`src/rtl/rpn_ctrl_if.sv`:
```
// Token channel into the RPN controller.
// Master offers opcode/operand tokens; slave accepts on valid && ready.
interface rpn_ctrl_if;
   logic       tok_valid;
   logic       tok_ready;
   logic [2:0] tok_op;
   logic [7:0] tok_data;

   modport master (
      output tok_valid,
      output tok_op,
      output tok_data,
      input  tok_ready
   );

   modport slave (
      input  tok_valid,
      input  tok_op,
      input  tok_data,
      output tok_ready
   );
endinterface

```
`src/rtl/rpn_ctrl.sv`:
```
// RPN evaluator controller: sequences push/pop strobes on an external
// 16x8 stack, runs an 8-bit ALU and emits popped results.
module rpn_ctrl (
   input  logic       clk,
   input  logic       rst_n,
   rpn_ctrl_if.slave  tok,
   output logic       stk_we,
   output logic       stk_re,
   output logic [7:0] stk_din,
   input  logic [7:0] stk_dout,
   input  logic       stk_full,
   input  logic       stk_empty,
   output logic       res_valid,
   output logic [7:0] res_data,
   output logic [4:0] depth,
   output logic       err_ovf,
   output logic       err_unf,
   output logic       err_op,
   output logic       busy
);

   localparam logic [2:0] OP_PUSH = 3'b000;
   localparam logic [2:0] OP_ADD  = 3'b001;
   localparam logic [2:0] OP_SUB  = 3'b010;
   localparam logic [2:0] OP_AND  = 3'b011;
   localparam logic [2:0] OP_OR   = 3'b100;
   localparam logic [2:0] OP_XOR  = 3'b101;
   localparam logic [2:0] OP_OUT  = 3'b110;
   localparam logic [2:0] OP_RSV  = 3'b111;

   typedef enum logic [2:0] {
      IDLE,
      PUSH,
      POP_B,
      POP_A,
      CALC,
      EMIT
   } state_t;

   state_t     state;
   logic [2:0] op_q;
   logic [7:0] b_q;

   logic is_push;
   logic is_bin;
   logic is_out;
   logic is_rsv;

   assign is_push = (tok.tok_op == OP_PUSH);
   assign is_out  = (tok.tok_op == OP_OUT);
   assign is_rsv  = (tok.tok_op == OP_RSV);
   assign is_bin  = !is_push && !is_out && !is_rsv;

   // A is the deeper operand, so SUB yields A - B.
   function automatic logic [7:0] alu(
      input logic [2:0] op,
      input logic [7:0] a,
      input logic [7:0] b
   );
      case (op)
         OP_ADD:  alu = a + b;
         OP_SUB:  alu = a - b;
         OP_AND:  alu = a & b;
         OP_OR:   alu = a | b;
         default: alu = a ^ b;
      endcase
   endfunction

   always_ff @(posedge clk or negedge rst_n) begin
      if (!rst_n) begin
         state         <= IDLE;
         op_q          <= OP_PUSH;
         b_q           <= '0;
         depth         <= '0;
         stk_we        <= 1'b0;
         stk_re        <= 1'b0;
         stk_din       <= '0;
         res_valid     <= 1'b0;
         res_data      <= '0;
         err_ovf       <= 1'b0;
         err_unf       <= 1'b0;
         err_op        <= 1'b0;
         busy          <= 1'b0;
         tok.tok_ready <= 1'b0;
      end else begin
         stk_we    <= 1'b0;
         stk_re    <= 1'b0;
         res_valid <= 1'b0;
         unique case (state)
            IDLE: begin
               tok.tok_ready <= 1'b1;
               if (tok.tok_valid && tok.tok_ready) begin
                  unique case (1'b1)
                     is_push: begin
                        if (depth < 5'd16 && !stk_full) begin
                           stk_din       <= tok.tok_data;
                           stk_we        <= 1'b1;
                           state         <= PUSH;
                           busy          <= 1'b1;
                           tok.tok_ready <= 1'b0;
                        end else begin
                           err_ovf <= 1'b1;
                        end
                     end
                     is_bin: begin
                        if (depth >= 5'd2 && !stk_empty) begin
                           op_q          <= tok.tok_op;
                           stk_re        <= 1'b1;
                           state         <= POP_B;
                           busy          <= 1'b1;
                           tok.tok_ready <= 1'b0;
                        end else begin
                           err_unf <= 1'b1;
                        end
                     end
                     is_out: begin
                        if (depth >= 5'd1 && !stk_empty) begin
                           op_q          <= tok.tok_op;
                           stk_re        <= 1'b1;
                           state         <= POP_B;
                           busy          <= 1'b1;
                           tok.tok_ready <= 1'b0;
                        end else begin
                           err_unf <= 1'b1;
                        end
                     end
                     is_rsv: begin
                        err_op <= 1'b1;
                     end
                  endcase
               end
            end
            PUSH: begin
               depth         <= depth + 5'd1;
               state         <= IDLE;
               busy          <= 1'b0;
               tok.tok_ready <= 1'b1;
            end
            POP_B: begin
               depth <= depth - 5'd1;
               if (op_q == OP_OUT) begin
                  state <= EMIT;
               end else begin
                  stk_re <= 1'b1;
                  state  <= POP_A;
               end
            end
            POP_A: begin
               depth <= depth - 5'd1;
               b_q   <= stk_dout;
               state <= CALC;
            end
            CALC: begin
               stk_din <= alu(op_q, stk_dout, b_q);
               stk_we  <= 1'b1;
               state   <= PUSH;
            end
            EMIT: begin
               res_data      <= stk_dout;
               res_valid     <= 1'b1;
               state         <= IDLE;
               busy          <= 1'b0;
               tok.tok_ready <= 1'b1;
            end
            default: begin
               state <= IDLE;
               busy  <= 1'b0;
            end
         endcase
      end
   end

endmodule

```
`src/flat_wrapper.sv`:
```
// flat-port wrapper written by rule: the top's interface ports become plain ports
module rpn_ctrl_flat 
  (clk, rst_n, stk_we, stk_re, stk_din, stk_dout, stk_full, stk_empty, res_valid, res_data, depth, err_ovf, err_unf, err_op, busy, tok_tok_valid, tok_tok_op, tok_tok_data, tok_tok_ready);
  rpn_ctrl_if tok_i ();
  input  logic clk;
  input  logic rst_n;
  output logic stk_we;
  output logic stk_re;
  output logic [7:0] stk_din;
  input  logic [7:0] stk_dout;
  input  logic stk_full;
  input  logic stk_empty;
  output logic res_valid;
  output logic [7:0] res_data;
  output logic [4:0] depth;
  output logic err_ovf;
  output logic err_unf;
  output logic err_op;
  output logic busy;
  input wire logic [$bits(tok_i.tok_valid)-1:0] tok_tok_valid;
  input wire logic [$bits(tok_i.tok_op)-1:0] tok_tok_op;
  input wire logic [$bits(tok_i.tok_data)-1:0] tok_tok_data;
  output wire logic [$bits(tok_i.tok_ready)-1:0] tok_tok_ready;
  assign tok_i.tok_valid = tok_tok_valid;
  assign tok_i.tok_op = tok_tok_op;
  assign tok_i.tok_data = tok_tok_data;
  assign tok_tok_ready = tok_i.tok_ready;
  rpn_ctrl u_core (.clk(clk), .rst_n(rst_n), .tok(tok_i), .stk_we(stk_we), .stk_re(stk_re), .stk_din(stk_din), .stk_dout(stk_dout), .stk_full(stk_full), .stk_empty(stk_empty), .res_valid(res_valid), .res_data(res_data), .depth(depth), .err_ovf(err_ovf), .err_unf(err_unf), .err_op(err_op), .busy(busy));
endmodule
```
`config.mk`:
```
export PLATFORM = sky130hd
export DESIGN_NAME = rpn_ctrl_flat
export DESIGN_NICKNAME = d
export VERILOG_FILES = /design/src/rtl/rpn_ctrl_if.sv /design/src/rtl/rpn_ctrl.sv /design/src/flat_wrapper.sv
export SDC_FILE = /design/constraint.sdc
export NUM_CORES = 1
export LEC_CHECK = 0
export ABC_CLOCK_PERIOD_IN_PS = 3200
export BUFFER_PORTS_ARGS = -buffer_cell sky130_fd_sc_hd__buf_2
export CAP_MARGIN = 15
export CORE_AREA = 2 2 96 98
export CTS_CLUSTER_DIAMETER = 40
export DETAILED_ROUTE_END_ITERATION = 7
export DIE_AREA = 0 0 98 100
export PLACE_DENSITY = 0.64
export SYNTH_ARGS = -nofsm -noshare
export SYNTH_HDL_FRONTEND = slang
export SYNTH_SLANG_ARGS = --single-unit
export TNS_END_PERCENT = 50
```
`constraint.sdc`:
```
create_clock -name clk -period 3.2 [get_ports clk]
set_input_delay 0.64 -clock clk [delete_from_list [all_inputs] [get_ports clk]]
set_output_delay 0.64 -clock clk [all_outputs]
set_load 0.005 [all_outputs]
```
# [Yosys cells after proc, flatten, opt, wreduce, memory -nomap -nowiden]
# Index checks and enable logic that the tools add are counted.
[word_totals] regBits=43 latch_bits=0 ram_bits=0 mem_bits_ro=0 in_bits=24 mem_count=0
[classes] n_addsub=4 mul=0 div_mod_pow=0 magnitude_cmp=3 eq_ne=23 shift=0 mux=42 n_bitwise=5 reduce_logical=27
[op_table] operator="case mux 8 bit (4 select lines)" n=1
[op_table] operator="two-way mux 8 bit" n=3
[op_table] operator="two-way mux 3 bit" n=7
[op_table] operator="equality test 3 bit, second input constant" n=6
[op_table] operator="two-way mux 1 bit" n=18
[op_table] operator="case mux 8 bit (2 select lines)" n=1
[op_table] operator="AND reduction 5 bit" n=3
[op_table] operator="equality test 3 x 2 -> 1 bit, second input constant" n=4
[op_table] operator="case mux 1 bit (2 select lines)" n=6
[op_table] operator="case mux 3 bit (4 select lines)" n=1
[op_table] operator="case mux 5 bit (2 select lines)" n=1
[op_table] operator="inequality test 3 bit, second input constant" n=3
[op_table] operator="case mux 3 bit (3 select lines)" n=1
[op_table] operator="adder 8 bit" n=1
[op_table] operator="AND 8 bit" n=1
[op_table] operator="inequality test 2 bit, second input constant" n=4
[op_table] operator="OR 8 bit" n=1
[op_table] operator="AND reduction 4 bit" n=2
[op_table] operator="nonzero test 2 bit" n=4
[op_table] operator="subtractor 8 bit" n=1
[op_table] operator="XOR 8 bit" n=1
[op_table] operator="equality test 3 x 1 -> 1 bit, second input constant" n=2
[op_table] operator="logical AND 1 bit" n=6
[op_table] operator="zero test 3 bit" n=2
[op_table] operator="other kinds (15)" n=24

# [Longest topological paths before layout]
[logic_depth] ltp_word=7 ltp_mapped=12 mapped_depth_nobuf=12

# [Worst setup path before layout]
# OpenSTA, ideal clock, no wires.
[synth_path] path_kind="register to register" from="reg u_core.op_q[0]" to="reg u_core.stk_din[5]" arrival_ns=2.602 required_ns=3.074 setup_slack_ns=0.472 stages_incl_launch_ff=12 synth_period_minus_slack_ns=2.728 cell_sequence="dfrtp_1 clkbuf_1 nor3b_2 mux2_2 inv_1 ha_1 nor2b_1 o31a_1 o21a_1 or3_1 a31oi_1 o22ai_1"
[synth_via] elab_chain_cells=3 elab_cells_between_ends=6
[synth_rtl] item="start, declared" line_no="rpn_ctrl.sv:41" text="logic [2:0] op_q;"
[synth_rtl] item="start signal, assigned" line_no="rpn_ctrl.sv:107" text="op_q <= tok.tok_op;"
[synth_rtl] item="start signal, assigned" line_no="rpn_ctrl.sv:118" text="op_q <= tok.tok_op;"
[synth_rtl] item="equality test 3 bit (tied with other cells)" line_no="rpn_ctrl.sv:60" text="case (op)"
[synth_rtl] item="case mux 8 bit (4 select lines) (*)" line_no="rpn_ctrl.sv:60"
[synth_rtl] item="case mux 8 bit (2 select lines) (*)" line_no="rpn_ctrl.sv:89" text="unique case (state)"
[synth_rtl] item="end signal, assigned" line_no="rpn_ctrl.sv:96" text="stk_din <= tok.tok_data;"
[synth_rtl] item="end signal, assigned" line_no="rpn_ctrl.sv:154" text="stk_din <= alu(op_q, stk_dout, b_q);"
[synth_rtl] item="end, declared" line_no="rpn_ctrl.sv:9" text="output logic [7:0] stk_din,"
# Mark *: on every way between the ends. The rest lies on a longest branch, timed or not.
# A chain may end at the register's enable or synchronous reset.

# [Worst setup path in the final report]
[layout_path] from="reg u_core.b_q[1]" to="reg u_core.stk_din[4]"
[layout_via] elab_chain_cells=3 elab_cells_between_ends=4
[layout_rtl] item="start, declared" line_no="rpn_ctrl.sv:42" text="logic [7:0] b_q;"
[layout_rtl] item="start signal, assigned" line_no="rpn_ctrl.sv:150" text="b_q <= stk_dout;"
[layout_rtl] item="subtractor 8 bit or adder 8 bit (tied branches)" line_no="rpn_ctrl.sv:62, rpn_ctrl.sv:61"
[layout_rtl] item="case mux 8 bit (4 select lines) (*)" line_no="rpn_ctrl.sv:60"
[layout_rtl] item="case mux 8 bit (2 select lines) (*)" line_no="rpn_ctrl.sv:89"
# Marked as above.

==> results_dict.tcl <==
set metrics [dict create \
    critPathMaxFanout 5 \
    antenna_cells 0 \
    synth_nets 393 \
    cts_setup_buffers 0 \
    stdcell_area_um2 3490 \
    area_growth_pct 16.02 \
    critPathRequiredTime_ps 3370 \
    crit_arrival_ps 2820 \
    grt_use_total 0.1481 \
    dr.first_iter.drc_count 176 \
    grt_pass1_wl_um 11890 \
    finalCritPeriodShare 0.8271 \
    final_nets 444 \
    syn-instance-count 341 \
    final_antenna_net_count 0 \
    cp_common_cell "a21oi_1" \
    finalSetupViolations 0 \
    worstHoldPathType "register to register" \
    ys.flop_type "dfrtp_1" \
    fp.dieW_um 98 \
    io_buffers 52 \
    slew_headroom 0.3350 \
    cp_top_family "compound AO/OA/AOI/OAI gates" \
    final_cell_mix "buf_2 (52), dfrtp_1 (43), o21ai_0 (39), inv_1 (31), nand2_1 (30)" \
    cts_resized 0 \
    reg2reg_slack_ps 550 \
    drt-total-wl_um 7152 \
    ys.warnings.count 0 \
    numCtsBuffers 5 \
    ys_ff_latch 43 \
    synth-edff-count 0 \
    final_common_cell "buf_2" \
    crit_type "register to register" \
    async_flop_share 1.000 \
    post_drt_wl_per_cell_um 14.22 \
    r2r_end "u_core.stk_din[4]$_DFFE_PN0P_" \
    insertion_delay_ps 300 \
    cts.clk_slew.worst_paths_ps 90 \
    rsz0062_at_grt "false" \
    syn_avg_cell_area_um2 8.821 \
    drtPass1Iterations 4 \
    slowest_delay_ps 440 \
    core-area_um2 8890 \
    cp_num_cells 10 \
    vdd_drop_max_v 0.0003206 \
    cts.path.max_buffers 2 \
    syn_area_um2 3008 \
    hpwl_um 5377 \
    io_pins 53 \
    cellPowerDensity_nw_per_um2 1011 \
    worstReg2RegStart "u_core.b_q[1]$_DFFE_PN0P_" \
    p_leak_nw 1.716 \
    reg2reg_depth 10 \
    max-cap-violations 0 \
    run_status "finished clean" \
    vias_per_cell 5.125 \
    critPathBufInv 1 \
    placed_area_um2 3383 \
    cts.sinks 43 \
    start_kind "register" \
    gp_congestion 0.8405 \
    tightest_slew_ps 997.5 \
    cts_tree "done" \
    final_hold_viol_count 0 \
    cts_max_level 2 \
    die-area_um2 9800 \
    grt_overflow 0 \
    endpoint_kind "register" \
    holdCritStartpoint "u_core.err_op$_DFFE_PN0P_" \
    min_path_cells 1 \
    synth.distinct_cells 56 \
    grt_pass1_vias 2431 \
    drc 0 \
    crit_chain "inv_1 -> ha_1 -> mux2_2 -> fa_1 -> nor2b_1 -> nor3_1 -> o21ai_0 -> a21oi_1 -> a2111oi_0 -> a21oi_1" \
    period_minus_slack_ps 2647 \
    maxSlewViolCount 0 \
    cp_slowest_cell "dfrtp_1" \
    grt_max_degree 44 \
    die_h_um 100 \
    num_vias 2578 \
    drive_gt1_frac 0.1811 \
    start_util 0.3384 \
    std_cell_rows 35 \
    max_freq_mhz 377.8 \
    seq_area_frac_synth 0.3577 \
    final.setup_skew_ps 10.96 \
    cts_root_buf "clkbuf_8" \
    hold_buffers 0 \
    fin_tns_setup_ps 0 \
    hold_end "u_core.err_op$_DFFE_PN0P_" \
    cp-startpoint "u_core.b_q[1]$_DFFE_PN0P_" \
    antenna_found_initial 0 \
]
-- cell usage after synthesis, types with 2 or more instances --
cell	n	share of area
clkbuf_1	9	0.011
nand2_1	30	0.037
o31ai_1	2	0.0050
a22o_1	4	0.012
inv_1	31	0.039
a31oi_1	5	0.010
a21o_1	2	0.0050
o21a_1	2	0.0050
mux2i_1	12	0.040
nand2b_1	3	0.0062
o21ai_0	39	0.065
a22oi_1	3	0.0075
xnor2_1	12	0.035
xor2_1	4	0.012
a32o_1	2	0.0067
or3_1	2	0.0042
dfrtp_1	43	0.36
a41oi_1	2	0.0058
ha_1	27	0.11
nor3_1	7	0.012
nor2_1	28	0.035
a211oi_1	6	0.015
nor2b_1	5	0.010
o41ai_1	2	0.0058
and3_1	3	0.0062
a21oi_1	24	0.040
o2bb2ai_1	3	0.0087
-- sequential cells by signal (all words and copies together) (netlist names), 3 cells and up --
name             flops
u_core.op_q          3
u_core.depth         5
u_core.b_q           8
u_core.stk_din       8
u_core.res_data      8
u_core.state         3
-- cell families after synthesis --
kind of cell,share of synthesized area
compound gates,0.2242
xor+xnor,0.04659
fa+ha+maj,0.1190
buf+inv,0.05657
flops,0.3577
mux,0.04368
simple gates,0.1522
-- metrics by stage --
stage | hold slack, ps | power, mW | util | worst slack [ps] | cells
final | 470.4 | 3.529 | 0.3925 | 553.1 | 503
after global routing | 491.9 | 3.907 | 0.3925 | 381.8 | 503
after CTS | 475.5 | 3.541 | 0.3925 | 561.9 | 503
after detailed placement | 453.8 | 3.098 | 0.3806 | 588.0 | 496
after global placement | 447.3 | 3.059 | 0.3806 | 644.0 | 496
after floorplan | 344.4 | 2.529 | - | 472.0 | 341
-- power breakdown --
part / switching [mW] / internal, mW
sequential: 0.256 / 0.778
combinational: 1.12 / 0.946
clock: 0.200 / 0.228
-- routing by layer --
metal	track usage	part of all wire	vias to the layer above	wire length, µm
met2	0.2339	0.44	72	3182
met3	0.02855	0.058	7	416
met1	0.2079	0.48	1190	3444
met4	0.04274	0.015	0	108
met5	0	0	-	0
li1	-	-	1309	-
-- final cells by class --
type	instances	area [µm²]
fillers	903	5400
multi-input cells	255	1762
flip-flops and latches	43	1076
repair buffers	56	290.3
well taps	111	138.9
inverters	31	116.4
clock buffers	5	68.82
clock inverters	2	37.54
-- how the worst max path moves through the flow --
| stage | slack [ps] | end |
|---|---|---|
| after floorplan | 470 | u_core.stk_din[5]$_DFFE_PN0P_ |
| after global placement | 640 | u_core.stk_din[5]$_DFFE_PN0P_ |
| after detailed placement | 590 | u_core.stk_din[4]$_DFFE_PN0P_ |
| after CTS | 560 | u_core.stk_din[4]$_DFFE_PN0P_ |
| after global routing | 380 | u_core.stk_din[4]$_DFFE_PN0P_ |
| final | 550 | u_core.stk_din[4]$_DFFE_PN0P_ |
(Power assumes the default switching activity.)
